--- src/rtl/demux4_word_collector.sv ---
// Collects the serial bits routed by a 1-to-4 demux into per-channel WIDTH-bit words.
// Each completed word is held for a consumer read. A newer word overwrites an unread one and sets a sticky overrun flag.
module demux4_word_collector #(
  parameter int WIDTH = 8
) (
  input  logic             clk,
  input  logic             rst_n,
  input  logic [3:0]       y,
  input  logic [1:0]       s,
  input  logic             en,
  input  logic [3:0]       ch_clr,
  input  logic             rd_en,
  input  logic [1:0]       rd_ch,
  output logic [WIDTH-1:0] rd_data,
  output logic             rd_valid,
  output logic [3:0]       word_valid,
  output logic [3:0]       overrun,
  output logic [3:0]       bit_cnt_nz
);

  localparam int CW = (WIDTH > 2) ? $clog2(WIDTH) : 1;
  localparam logic [CW-1:0] LAST = CW'(WIDTH - 1);

  logic [WIDTH-2:0] sh        [4];
  logic [CW-1:0]    cnt       [4];
  logic [WIDTH-1:0] hold      [4];
  logic [WIDTH-1:0] word_next [4];

  logic       bit_in;
  logic       rd_ok;
  logic [3:0] cap;
  logic [3:0] done;
  logic [3:0] rd_hit;

  // y[s] is only consumed when en is high, so idle-cycle X on y never reaches state.
  always_comb begin
    bit_in     = y[s];
    rd_ok      = rd_en && word_valid[rd_ch];
    cap        = '0;
    done       = '0;
    rd_hit     = '0;
    bit_cnt_nz = '0;
    for (int c = 0; c < 4; c++) begin
      word_next[c]  = {sh[c], bit_in};
      cap[c]        = en && (s == 2'(c)) && !ch_clr[c];
      done[c]       = cap[c] && (cnt[c] == LAST);
      rd_hit[c]     = rd_ok && (rd_ch == 2'(c));
      bit_cnt_nz[c] = (cnt[c] != '0);
    end
  end

  always_ff @(posedge clk or negedge rst_n) begin
    if (!rst_n) begin
      rd_data    <= '0;
      rd_valid   <= 1'b0;
      word_valid <= '0;
      overrun    <= '0;
      for (int c = 0; c < 4; c++) begin
        sh[c]   <= '0;
        cnt[c]  <= '0;
        hold[c] <= '0;
      end
    end else begin
      rd_valid <= rd_ok;
      if (rd_ok) begin
        rd_data <= hold[rd_ch];
      end
      for (int c = 0; c < 4; c++) begin
        if (ch_clr[c]) begin
          cnt[c] <= '0;
        end else if (cap[c]) begin
          sh[c]  <= word_next[c][WIDTH-2:0];
          cnt[c] <= done[c] ? '0 : cnt[c] + CW'(1);
        end
        if (rd_hit[c]) begin
          word_valid[c] <= 1'b0;
          overrun[c]    <= 1'b0;
        end
        // Completion wins over a same-cycle read; overrun is set only if the old word is really lost.
        if (done[c]) begin
          hold[c]       <= word_next[c];
          word_valid[c] <= 1'b1;
          if (word_valid[c] && !rd_hit[c]) begin
            overrun[c] <= 1'b1;
          end
        end
      end
    end
  end

endmodule

--- config.mk ---
export PLATFORM = sky130hd
export DESIGN_NAME = demux4_word_collector
export DESIGN_NICKNAME = d
export VERILOG_FILES = /design/src/rtl/demux4_word_collector.sv
export SDC_FILE = /design/constraint.sdc
export NUM_CORES = 1
export LEC_CHECK = 0
export ABC_AREA = 1
export ABC_CLOCK_PERIOD_IN_PS = 2029
export BUFFER_PORTS_ARGS = -buffer_cell sky130_fd_sc_hd__buf_2
export CORE_MARGIN = 2
export CORE_UTILIZATION = 50
export CTS_BUF_LIST = sky130_fd_sc_hd__clkbuf_16
export DETAILED_ROUTE_END_ITERATION = 10
export GPL_TIMING_DRIVEN = 0
export PLACE_DENSITY = 0.71
export SLEW_MARGIN = 20
export SYNTH_ARGS = -nofsm -noshare
export SYNTH_HDL_FRONTEND = slang
export SYNTH_SLANG_ARGS = --single-unit
export TNS_END_PERCENT = 1
--- constraint.sdc ---
create_clock -name clk -period 2.03 [get_ports clk]
set_input_delay 0.1015 -clock clk [delete_from_list [all_inputs] [get_ports clk]]
set_output_delay 0.1015 -clock clk [all_outputs]
set_load 0.01 [all_outputs]
==> impl_metrics.yaml <==
drt:
  wl_per_cell_um: 13.1
  vias_per_cell: 5.00
  vias: 3079
  drt_first_pass_iters: 4
  wl_um: 8070
  post-route-drc-count: 0
  drt_iter0_markers: 138
  drtAntennaViolNets: 0
die:
  rows: 32
  start_util_pct: 51.6
  die_w_um: 93.3
  pin_count: 37
  die_area_mm2: 0.00870
  die_h_um: 93.3
  coreArea_mm2: 0.00773
clock_network:
  cts_sinks: 89
  ctsResizeCount: 0
  worst_skew_pair.late_latency_ns: 0.34
  numCtsBuffers: 9
  clkSlewWorstSetupHoldPaths_ns: 0.06
  cts-root-buf: "clkbuf_16"
  cts_tree: "yes"
  htreeDepth: 3
  clock_path_buffers: 2
worst_hold_path:
  hold_start: "ch_clr[0]"
  whs_path_depth: 4
  whs_endpoint: "cnt[10]"
  hold_path_class: "input port to flop"
yosys:
  synth_mux_area_share_pct: 0
  yosysWarningCount: 0
  synth_xor_area_share_pct: 0
  synth_compound_area_share_pct: 8.79
  synth_area_per_cell_um2: 8.63
  synthCells: 462
  synth_nets: 490
  synthSimpleGateAreaFrac_pct: 24.1
  synth_fa_ha_area_share_pct: 3.77
  netlist_area_mm2: 0.00399
  synth_seq_cells: 89
  yosysSeqAreaShare_pct: 55.9
  ys_types: 23
  synth_top_family_by_area: "simple AND/OR/NAND/NOR gates"
setup_path:
  startpoint_type: "flop"
  crit_fanout: 10
  reg2reg_depth: 6
  ff2ff_setup_slack_ns: 0.41
  required_ns: 2.30
  critPathArrivalTime_ns: 1.89
  crit_type: "flop to flop"
  r2r-end: "hold[27]"
  critPathLaunch: "cnt[9]"
  worstSetupEndpointType: "flop"
  r2r-start: "cnt[9]"
layout:
  fin_util_pct: 60.0
  final_area_mm2: 0.00464
  diodes: 0
  multi_input_area_mm2: 0.00146
  area_growth_syn_to_layout_pct: 16.3
  drive_gt1_share_pct: 15.8
  seq_area_mm2: 0.00223
  nNetsFinal: 537
  num-fill-cells: 688
grt:
  grt_pass1_wl_um: 14100
  grtUsageMet1_pct: 29.0
  grt_busiest_layer: "met2"
  grt_pass1_vias: 3043
  gr-usage-met3_pct: 5.00
  grt_max_degree: 46
  grtUsageMet2_pct: 32.4
  grt_overflow_total: 0
  antenna_found_initial: 0
  grtUsageTotal_pct: 20.9
pwr:
  power.switching_mw: 1.00
  power_frac_clock_pct: 41.6
  leakagePower_nw: 2.46
  cellPowerDensity_mw_per_mm2: 894
  total_power_mw: 4.14
  power_frac_seq_pct: 48.9
  share_comb_of_total_power_pct: 9.4
  ir_worst_vdd_v: 0.000400
  power.internal_mw: 3.14
  p_sw_share_pct: 24.2
flow_run:
  drv_cap: 0
timing:
  finClkSkew_ns: 0.00810
  period_share_pct: 79.6
  min_period_ns: 1.62
  rsz0062_at_grt: "no"
  fmax_ghz: 0.619
  setup_viol: 0
  finalHoldViolCount: 0
  worst_pin_slew_ns: 0.577
  fin_ws_ns: 0.415
  slew_headroom_pct: 61.5
  slew_viol_final: 0
  tns_ns: 0
placement:
  place_area_mm2: 0.00431
  dp_hpwl_um: 5860
  io_buffer_count: 34
  dp_slack_ns: 0.484
  place_congestion: 0.926
run_status:
  status: "finished, final reports clean"
[worst max-delay path, cell delays in order (launching register included)]
cell      delay [ns]
dfrtp_1         0.38
ha_1            0.20
ha_1            0.18
inv_1           0.14
clkbuf_1        0.37
o21ai_0         0.19
nand2_1         0.09
[worst max path at each step]
stage               depth (start not counted)            end
CTS                                         6       hold[27]
global route                                6       hold[27]
finish                                      6       hold[27]
global placement                            1         cnt[7]
floorplan                                   5  word_valid[0]
detailed placement                          6        cnt[10]
[cell usage after synthesis (all sizes together)]
cell    number  area (um^2)
clkinv       1         3.75
inv         56          210
clkbuf       4         15.0
dfrtp       89         2230
buf         11         70.1
nand2      169          637
nand3       36          190
ha          12          150
a21boi       1         7.51
nand4       11         75.1
o21ai       63          338
a21oi        1         5.00
nor2         8         57.6
[per-stage QoR]
step / hold slack, ns / instances
after floorplan: -0.194 / 462
after detailed placement: 0.147 / 599
after global placement: 0.430 / 598
after CTS: 0.0851 / 616
final: 0.0863 / 616
after global routing: 0.126 / 616
[timing repair]
| item | 4_1_cts | 5_1_grt |
|---|---|---|
| hold buffers | 1 | 0 |
| hold endpoints to repair | 44 | 0 |
| endpoints found under the setup margin | 0 | 0 |
| buffers inserted | 0 | 0 |
[area by class of cell]
type / instances / share of cell area (%)
clock inverter: 7 / 1.89
buffer: 15 / 1.83
tap: 102 / 2.75
multi-input combinational: 301 / 31.5
sequential: 89 / 48.0
timing repair buffer: 36 / 4.53
clock buffer: 9 / 4.86
inverter: 57 / 4.61
[sequential cells by signal, indices dropped and copies added (netlist names)]
register / cells
sh: 28
cnt: 12
rd_data: 8
rd_valid: 1
word_valid: 4
overrun: 4
hold: 32
[power by group through the flow]
stage	Clock [mW]	Sequential [mW]	Combinational, mW
after global routing	1.83	2.05	0.461
after global placement	0	2.05	0.376
after floorplan	0	2.05	0.242
after CTS	1.76	2.03	0.400
final	1.72	2.03	0.391
after detailed placement	0	2.06	0.396
[layout by cell type (no fill, tap or decap), types with 3 or more instances in the layout]
cell type / netlist / routed
buf_2: 8 / 41
clkbuf_1: 4 / 4
clkbuf_16: 0 / 9
dfrtp_1: 89 / 89
ha_1: 12 / 12
inv_1: 50 / 52
inv_2: 6 / 6
nand2_1: 168 / 168
nand3_1: 34 / 34
nand4_1: 10 / 10
nor2_1: 3 / 3
nor2_4: 3 / 3
o21ai_0: 36 / 36
o21ai_1: 21 / 21
o21ai_2: 6 / 6
[cell families after synthesis]
family	Yosys count
AOI/OAI and AO/OA	65
adders and majority gates	12
buffers and inverters	72
DFF	89
and+or+nand+nor	224
[routing by layer]
metal,part of all wire (%),vias to the layer above
li1,-,1561
met1,48,1442
met2,45,62
met3,4.4,14
met4,2.1,0
met5,0,-
Power figures use the tool's default switching activity.
